<file path="src/rtl/sample_history_delay_if.sv">
// Stream bundle for sample_history_delay: accepted-sample input side and
// one-cycle-later history/difference output side.
interface sample_history_delay_if #(
  parameter int WIDTH    = 4,
  parameter int CHANNELS = 1,
  parameter int AW       = 4
);
  logic                            in_valid;
  logic [CHANNELS*WIDTH-1:0]       in_data;
  logic [AW-1:0]                   delay;
  logic                            out_valid;
  logic [CHANNELS*WIDTH-1:0]       out_prev;
  logic [CHANNELS*(WIDTH+1)-1:0]   out_diff;
  logic                            primed;

  modport master (
    output in_valid, in_data, delay,
    input  out_valid, out_prev, out_diff, primed
  );

  modport slave (
    input  in_valid, in_data, delay,
    output out_valid, out_prev, out_diff, primed
  );
endinterface

</file>
<file path="src/rtl/sample_history_delay.sv">
// Per-lane ring-buffer history: for each accepted sample, returns the sample
// accepted `delay` valid-samples earlier plus the widened difference cur - prev.
module sample_history_delay #(
  parameter int WIDTH    = 4,
  parameter int DEPTH    = 8,
  parameter int CHANNELS = 1,
  parameter int AW       = $clog2(DEPTH+1)
) (
  input logic                 clk,
  input logic                 reset,
  sample_history_delay_if.slave bus
);

  localparam int PW = (DEPTH > 1) ? $clog2(DEPTH) : 1;
  localparam int LW = CHANNELS*WIDTH;
  localparam int DW = CHANNELS*(WIDTH+1);

  // Requested delay forced into the legal 1..DEPTH window.
  function automatic logic [AW-1:0] clamp_delay(input logic [AW-1:0] d);
    if (d == '0) return AW'(1);
    if (d > AW'(DEPTH)) return AW'(DEPTH);
    return d;
  endfunction

  // Ring index `back` entries behind ptr; DEPTH need not be a power of two.
  function automatic logic [PW-1:0] ring_back(input logic [PW-1:0] ptr,
                                              input logic [AW-1:0] back);
    logic [AW:0] p;
    logic [AW:0] b;
    p = (AW+1)'(ptr);
    b = (AW+1)'(back);
    if (p >= b) return PW'(p - b);
    return PW'(p + (AW+1)'(DEPTH) - b);
  endfunction

  function automatic logic signed [WIDTH:0] sub_ext(input logic signed [WIDTH-1:0] a,
                                                    input logic signed [WIDTH-1:0] b);
    logic signed [WIDTH:0] ae;
    logic signed [WIDTH:0] be;
    ae = a;
    be = b;
    return ae - be;
  endfunction

  logic [LW-1:0] ring [DEPTH];
  logic [PW-1:0] wr_ptr;
  logic [AW-1:0] fill;
  logic [AW-1:0] d_reg;

  logic [AW-1:0] eff_p0;
  logic          same_p0;
  logic [PW-1:0] rd_idx_p0;
  logic [PW-1:0] wr_ptr_nxt;
  logic [AW-1:0] fill_nxt;
  logic          primed_p0;
  logic [LW-1:0] prev_p0;
  logic [DW-1:0] diff_p0;

  logic          vld_p1;
  logic          primed_p1;
  logic [LW-1:0] prev_p1;
  logic [DW-1:0] diff_p1;

  // ---- stage p0: clamp, ring read (before this cycle's write), history qualification
  always_comb begin
    eff_p0     = clamp_delay(bus.delay);
    same_p0    = (eff_p0 == d_reg);
    rd_idx_p0  = ring_back(wr_ptr, eff_p0);
    primed_p0  = same_p0 && (fill >= eff_p0);
    prev_p0    = primed_p0 ? ring[rd_idx_p0] : '0;
    wr_ptr_nxt = (wr_ptr == PW'(DEPTH-1)) ? '0 : wr_ptr + PW'(1);
    if (!same_p0)
      fill_nxt = AW'(1);
    else if (fill >= AW'(DEPTH))
      fill_nxt = fill;
    else
      fill_nxt = fill + AW'(1);
  end

  for (genvar i = 0; i < CHANNELS; i++) begin : g_lane
    logic signed [WIDTH-1:0] cur_p0;
    logic signed [WIDTH-1:0] old_p0;
    assign cur_p0 = $signed(bus.in_data[i*WIDTH +: WIDTH]);
    assign old_p0 = $signed(prev_p0[i*WIDTH +: WIDTH]);
    assign diff_p0[i*(WIDTH+1) +: WIDTH+1] = sub_ext(cur_p0, old_p0);
  end

  // ---- stage p1: registered outputs and pointer/fill bookkeeping
  always_ff @(posedge clk) begin
    if (reset) begin
      vld_p1    <= 1'b0;
      primed_p1 <= 1'b0;
      prev_p1   <= '0;
      diff_p1   <= '0;
      wr_ptr    <= '0;
      fill      <= '0;
      d_reg     <= AW'(1);
    end else begin
      vld_p1 <= bus.in_valid;
      if (bus.in_valid) begin
        primed_p1 <= primed_p0;
        prev_p1   <= prev_p0;
        diff_p1   <= diff_p0;
        wr_ptr    <= wr_ptr_nxt;
        fill      <= fill_nxt;
        d_reg     <= eff_p0;
      end
    end
  end

  // Ring storage is left unreset; stale entries are hidden by fill.
  always_ff @(posedge clk) begin
    if (bus.in_valid && !reset)
      ring[wr_ptr] <= bus.in_data;
  end

  assign bus.out_valid = vld_p1;
  assign bus.out_prev  = prev_p1;
  assign bus.out_diff  = diff_p1;
  assign bus.primed    = primed_p1;

endmodule

</file>
<file path="src/flat_wrapper.sv">
// flat-port wrapper written by rule: the top's interface ports become plain ports
module sample_history_delay_flat 
#(
  parameter int WIDTH    = 4,
  parameter int DEPTH    = 8,
  parameter int CHANNELS = 1,
  parameter int AW       = $clog2(DEPTH+1)
)
  (clk, reset, bus_in_valid, bus_in_data, bus_delay, bus_out_valid, bus_out_prev, bus_out_diff, bus_primed);
  sample_history_delay_if #(.WIDTH(WIDTH), .CHANNELS(CHANNELS), .AW(AW)) bus_i ();
  input logic clk;
  input logic reset;
  input wire logic [$bits(bus_i.in_valid)-1:0] bus_in_valid;
  input wire logic [$bits(bus_i.in_data)-1:0] bus_in_data;
  input wire logic [$bits(bus_i.delay)-1:0] bus_delay;
  output wire logic [$bits(bus_i.out_valid)-1:0] bus_out_valid;
  output wire logic [$bits(bus_i.out_prev)-1:0] bus_out_prev;
  output wire logic [$bits(bus_i.out_diff)-1:0] bus_out_diff;
  output wire logic [$bits(bus_i.primed)-1:0] bus_primed;
  assign bus_i.in_valid = bus_in_valid;
  assign bus_i.in_data = bus_in_data;
  assign bus_i.delay = bus_delay;
  assign bus_out_valid = bus_i.out_valid;
  assign bus_out_prev = bus_i.out_prev;
  assign bus_out_diff = bus_i.out_diff;
  assign bus_primed = bus_i.primed;
  sample_history_delay #(.WIDTH(WIDTH), .DEPTH(DEPTH), .CHANNELS(CHANNELS), .AW(AW)) u_core (.clk(clk), .reset(reset), .bus(bus_i));
endmodule
</file>
<file path="config.mk">
export PLATFORM = sky130hd
export DESIGN_NAME = sample_history_delay_flat
export DESIGN_NICKNAME = d
export VERILOG_FILES = /design/src/rtl/sample_history_delay_if.sv /design/src/rtl/sample_history_delay.sv /design/src/flat_wrapper.sv
export SDC_FILE = /design/constraint.sdc
export NUM_CORES = 1
export LEC_CHECK = 0
export CORE_MARGIN = 3
export CORE_UTILIZATION = 49
export DETAILED_ROUTE_END_ITERATION = 8
export PLACE_DENSITY = 0.72
export RECOVER_POWER = 50
export SYNTH_ARGS = -nofsm -noshare
export SYNTH_HDL_FRONTEND = slang
export SYNTH_SLANG_ARGS = --single-unit
</file>
<file path="constraint.sdc">
create_clock -name clk -period 4.7 [get_ports clk]
set_input_delay 1.175 -clock clk [delete_from_list [all_inputs] [get_ports clk]]
set_output_delay 1.175 -clock clk [all_outputs]
set_load 0.005 [all_outputs]
</file>
==> metrics.csv, run 1 <==
metric,value,unit
tightest_slew,1.35,ns
path_class,input port to flip-flop,
cts_resized,0,
r2r-start,u_core.wr_ptr[0],
postCtsSetupBuffers,0,
finalPower,0.000930,W
synth-seq-area-share,54.6,%
place_congestion,0.752,
syn_area,2560,µm²
ys_warn_count,0,
dp_slack,0.139,ns
die_y,78.4,µm
num_rows,25,
dieArea,6140,µm²
clk_pin_slew,0.10,ns
cts_made_buffers,5,
yosysTopAreaCell,edfxtp_1,
final.setup.tns,0,ns
regMostFlops,u_core.ring,
ios,22,
cts_tree,yes,
fill_cells,412,
netlist_instances,206,
dr.pass1.iters,4,
critPathCaptureType,flip-flop,
status,completed,
port_buffers,21,
synthesis.nets,232,
critPathMaxFanout,4,
avgSynthCellArea,12.5,µm²
htreeDepth,2,
gr-usage-met3,4.36,%
antenna_found_initial,0,
cts_hold_buf,0,
p_per_area,313,nW/µm²
vias,1574,
rsz0062_at_grt,false,
rrSetupSlack,1.59,ns
n_antenna_cell,0,
seq_area,1400,µm²
fin_skew,0.00465,ns
fp.dieW,78.4,µm
hold_viol,0,
vdd_ir_drop_max,0.000194,V
drt_iter0_drc,55,
grt.busiest_layer,met2,
whs,0.473,ns
p_leak,1.07,nW
areaGrowthSynthToFinish,15.7,%
arrival,4.46,ns
slowest_delay,0.54,ns
r2r-end,u_core.bus.out_diff[3],
dp_hpwl,3.26,mm
cp-endpoint,u_core.bus.out_diff[3],
rr_worst_depth,14,
fin_ws,0.491,ns
max_freq,238,MHz
coreArea,4880,µm²
routedWlPerCell,14.5,µm
cp.depth,16,
largest_reg_flops,32,
drive_gt1_share,12.9,%
grt_use_met2,23.4,%
drc,0,
critPathTopFamily,adder cells,
clock_latency,0.31,ns
synth.top_cells.by_area,"edfxtp_1 37%, dfxtp_1 17%, mux4_2 7.0%",
grt_pass1_vias,1520,
hold_path.class,flip-flop to flip-flop,
start_kind,input port,
maxSlewHeadroom,10.2,%
grt_max_degree,35,
overflow,0,
grtUsageMet1,22.9,%
synth_seq_cells,54,
clock-root-buffer,clkbuf_8,
min_period_over_period,89.5,%
finalMaxSlewViolations,0,
finalSetupViolations,0,
clock-sinks,54,
start_util,52.6,%
grt_pass1_wl,7.54,mm
grt_util_all_layers,16.0,%
ys_types,44,
synth_top_cell_area_share,37.5,%
cts_buffer_depth,2,
path_buf_inv,2,
cap_viol_max_count,0,
path_cells,"clkdlybuf4s50_1, nor2_1, nor2_1, ha_1, inv_1, fa_1, xnor2_1, xnor2_2, mux2i_1, or2_2, ha_1, nor2b_1, o21a_1, o21ai_0, nand3b_1, a21oi_1",
cp_slowest_cell,clkdlybuf4s50_1,
wl,4.35,mm
ant_nets,0,
via_per_inst,5.25,
utilization,60.8,%
multi_input_area,1090,µm²
cp-startpoint,bus_delay[0],
num-nets-final,258,
worst_ep_required_time,4.95,ns
post-route-min-period,4.21,ns
## kinds of logic (layout without fill, tap and decap cells)
kind of cell | count (synthesis) | count (layout) | synth area share (%)
fa+ha+maj | 15 | 15 | 7.90
mux | 17 | 17 | 10.5
compound gates | 29 | 29 | 8.39
xor+xnor | 5 | 5 | 2.00
flops | 54 | 54 | 54.6
simple gates | 67 | 67 | 13.6
buf+inv | 19 | 46 | 2.93
## cell usage in the layout (no fill, tap or decap), types with 5 or more instances in the layout
cell / instances
edfxtp_1: 32
dfxtp_1: 22
nor2_1: 21
nand2b_1: 14
ha_1: 13
dlygate4sd3_1: 13
inv_1: 9
mux2i_1: 9
a21oi_1: 8
mux4_2: 8
clkdlybuf4s50_1: 8
nand2_1: 7
nor3_1: 6
buf_4: 6
clkbuf_8: 5
## metrics by stage
step,std cells,instance area [µm²]
after CTS,300,2970
after global routing,300,2970
after detailed placement,292,2870
after floorplan,206,2560
final,300,2970
after global placement,292,2870
## worst min-delay path: stages (launching register included)
cell and delay, ns:
dfxtp_1 0.32, nand2b_1 0.06, a21oi_1 0.05
## worst min-delay path by stage
stage                            from                      to  slack [ns]  cells after the start
2_1_floorplan  u_core.bus.out_diff[3]  u_core.bus.out_diff[3]        0.46                      2
3_3_place_gp   u_core.bus.out_diff[3]  u_core.bus.out_diff[3]        0.46                      2
3_5_place_dp   u_core.bus.out_diff[3]  u_core.bus.out_diff[3]        0.47                      2
4_1_cts        u_core.bus.out_diff[3]  u_core.bus.out_diff[3]        0.48                      2
5_1_grt        u_core.bus.out_diff[3]  u_core.bus.out_diff[3]        0.50                      2
6_report       u_core.bus.out_diff[3]  u_core.bus.out_diff[3]        0.47                      2
## per-layer routing
layer | part of all wire (%) | wire length, µm
met5 | 0 | 0
met4 | 1.3 | 58
met3 | 4.0 | 176
met2 | 44 | 1920
met1 | 51 | 2200
## report_power, final
group          internal (W)  switching (W)  total (W)
Combinational     0.0000713      0.0000634   0.000135
Sequential         0.000512     0.00000897   0.000521
Clock              0.000112       0.000163   0.000275
## final cells by class
| class | instances | area share, % |
|---|---|---|
| sequential | 54 | 47.2 |
| inverter | 10 | 1.26 |
| tap | 67 | 2.82 |
| timing repair buffer | 28 | 8.73 |
| multi-input combinational | 133 | 36.7 |
| clock buffer | 5 | 2.32 |
| clock inverter | 3 | 0.970 |
## cell usage after synthesis, drive strengths merged
library cell  number
edfxtp            32
dfxtp             22
nor2              21
nand2b            14
ha                13
inv               10
mux2i              9
a21oi              8
mux4               8
nand2              8
clkbuf             7
nor3               6
o21ai              5
xnor2              5
nand3              4
o32ai              4
nor2b              3
or2                3
a211oi             2
buf                2
fa                 2
nand4              2
a2111oi            1
a211o              1
a21bo              1
a21boi             1
a2bb2oi            1
a311oi             1
a31oi              1
a41o               1
a41oi              1
and3               1
nand3b             1
nor3b              1
nor4               1
nor4bb             1
o21a               1
or2b               1
(Power assumes the default switching activity.)
==> inputs of run 2 (changes only) <==
--- a/config.mk
+++ b/config.mk
@@ -8,6 +8,7 @@
 export CORE_MARGIN = 3
 export CORE_UTILIZATION = 49
 export DETAILED_ROUTE_END_ITERATION = 8
+export MAX_ROUTING_LAYER = met4
 export PLACE_DENSITY = 0.72
 export RECOVER_POWER = 50
 export SYNTH_ARGS = -nofsm -noshare
==> run 2 against run 1 <==
Against the previous run: sequential power is essentially flat; power is essentially flat; die area is the same; first-iteration DRC count is the same; count of clock-buffer cells in the layout is the same; critical path depth is the same; register-to-register slack is essentially flat; clock skew is essentially flat; flip-flop and latch count is the same; core utilization is the same; routed wire length is essentially flat; critical endpoint unchanged; largest power group unchanged.
==> metrics.csv, run 2 (synthesized netlist as in run 1, its figures left out) <==
metric,value,unit,change
utilization,60.8,%,unchanged
fin_ws,0.491,ns,+0.000121 ns
slowest_delay,0.54,ns,about the same
vdd_ir_drop_max,0.000194,V,about the same
critPathMaxFanout,4,,unchanged
fp.dieW,78.4,µm,unchanged
rr_worst_depth,14,,unchanged
cap_viol_max_count,0,,unchanged
clock_latency,0.31,ns,about the same
p_per_area,313,nW/µm²,about the same
drc,0,,unchanged
maxSlewHeadroom,10.2,%,unchanged
path_cells,"clkdlybuf4s50_1, nor2_1, nor2_1, ha_1, inv_1, fa_1, xnor2_1, xnor2_2, mux2i_1, or2_2, ha_1, nor2b_1, o21a_1, o21ai_0, nand3b_1, a21oi_1",,
hold-path-cell-count,2,,unchanged
hp-start,u_core.bus.out_diff[3],,
p_leak,1.07,nW,unchanged
start_kind,input port,,
r2r-start,u_core.wr_ptr[0],,
p_int,0.000695,W,unchanged
coreArea,4880,µm²,unchanged
htreeDepth,2,,unchanged
antenna_found_initial,0,,unchanged
whs,0.473,ns,+0.00000100 ns
drt_iter0_drc,55,,unchanged
critPathTopFamily,adder cells,,
final.setup.tns,0,ns,unchanged
cts_resized,0,,unchanged
num-nets-final,258,,unchanged
dp_hpwl,3.26,mm,unchanged
finalMaxSlewViolations,0,,unchanged
cts_tree,yes,,
regMostFlops,u_core.ring,,
critPathCaptureType,flip-flop,,
drive_gt1_share,12.9,%,unchanged
hold_viol,0,,unchanged
dr.pass1.iters,4,,unchanged
wl,4.35,mm,about the same
cts_buffer_depth,2,,unchanged
ios,22,,unchanged
final_cell_mix,"32 x edfxtp_1, 22 x dfxtp_1, 21 x nor2_1",,
post-route-min-period,4.21,ns,-0.000121 ns
areaGrowthSynthToFinish,15.7,%,unchanged
max_freq,238,MHz,about the same
min_period_over_period,89.5,%,about the same
rsz0062_at_grt,false,,
grt_util_all_layers,16.4,%,+0.45 points
clk_pin_slew,0.10,ns,about the same
status,completed,,
final_common_cell,edfxtp_1,,
switching_share,25.3,%,about the same
hold_path.class,flip-flop to flip-flop,,
dieArea,6140,µm²,unchanged
cp.depth,16,,unchanged
routedWlPerCell,14.5,µm,about the same
ant_nets,0,,unchanged
path_class,input port to flip-flop,,
cts_made_buffers,5,,unchanged
path_buf_inv,2,,unchanged
clock-root-buffer,clkbuf_8,,
fin_skew,0.00465,ns,+0.00000111 ns
overflow,0,,unchanged
seq_area,1400,µm²,unchanged
vias,1574,,unchanged
via_per_inst,5.25,,unchanged
place_congestion,0.761,,+1.3%
clock-sinks,54,,unchanged
cp_slowest_cell,clkdlybuf4s50_1,,
p_comb_share,14.5,%,about the same
port_buffers,21,,unchanged
grt_pass1_wl,7.53,mm,about the same
largest_reg_flops,32,,unchanged
grt_pass1_vias,1521,,+0.066%
multi_input_area,1090,µm²,unchanged
n_antenna_cell,0,,unchanged
netSwitchingPower,0.000235,W,about the same
tightest_slew,1.35,ns,unchanged
arrival,4.46,ns,about the same
fill_cells,412,,unchanged
clockPowerShare,29.5,%,about the same
grt_max_degree,35,,unchanged
dp_slack,0.139,ns,unchanged
seqPwrFrac,56.0,%,about the same
cp-startpoint,bus_delay[0],,
start_util,52.6,%,unchanged
finalSetupViolations,0,,unchanged
die_y,78.4,µm,unchanged
postCtsSetupBuffers,0,,unchanged
cts_hold_buf,0,,unchanged
num_rows,25,,unchanged
worst_ep_required_time,4.95,ns,about the same
run 2: cell counts in the layout (fill, tap and decap cells not counted):
No cell type changed its count.
run 2: worst register-to-register path, delay by kind of cell (launching register included):
family          cells  cell delay (ns)
buf+inv             3             0.36
flops               1             0.47
mux                 2             0.30
compound gates      3             0.51
simple gates        3             0.54
fa+ha+maj           3             0.88
run 2: through the flow:
step / std cells / power (W) / cell area (µm²)
floorplan: 206 / 0.000623 / 2560
global placement: 292 / 0.000667 / 2870
detailed placement: 292 / 0.000670 / 2870
CTS: 300 / 0.000944 / 2970
global route: 300 / 0.000980 / 2970
finish: 300 / 0.000930 / 2970
run 2: path summary, 6_finish.rpt:
| kind | slack [ns] | endpoint |
|---|---|---|
| setup / recovery | 0.49 | u_core.bus.out_diff[3] |
| hold reg to reg | 0.47 | u_core.bus.out_diff[3] |
| setup reg to reg | 1.59 | u_core.bus.out_diff[3] |
| hold / removal | 0.47 | u_core.bus.out_diff[3] |
run 2: power groups by stage:
stage | registers (W) | logic [W] | clock network (W)
floorplan | 0.000530 | 0.0000939 | 0
global placement | 0.000531 | 0.000135 | 0
detailed placement | 0.000532 | 0.000138 | 0
CTS | 0.000521 | 0.000139 | 0.000284
global route | 0.000523 | 0.000151 | 0.000307
finish | 0.000521 | 0.000135 | 0.000275
run 2: layer usage:
| metal | GRT usage, % | vias to the layer above | wire length [µm] |
|---|---|---|---|
| li1 | - | 806 | - |
| met1 | 22.9 | 739 | 2200 |
| met2 | 23.4 | 25 | 1920 |
| met3 | 4.36 | 4 | 176 |
| met4 | 5.77 | 0 | 59 |
| met5 | - | - | 0 |
run 2: final cells by class:
class | instances | share of cell area [%]
Sequential cell | 54 | 47.2
Multi-Input combinational cell | 133 | 36.7
Timing Repair Buffer | 28 | 8.73
Tap cell | 67 | 2.82
Clock buffer | 5 | 2.32
Inverter | 10 | 1.26
Clock inverter | 3 | 0.970
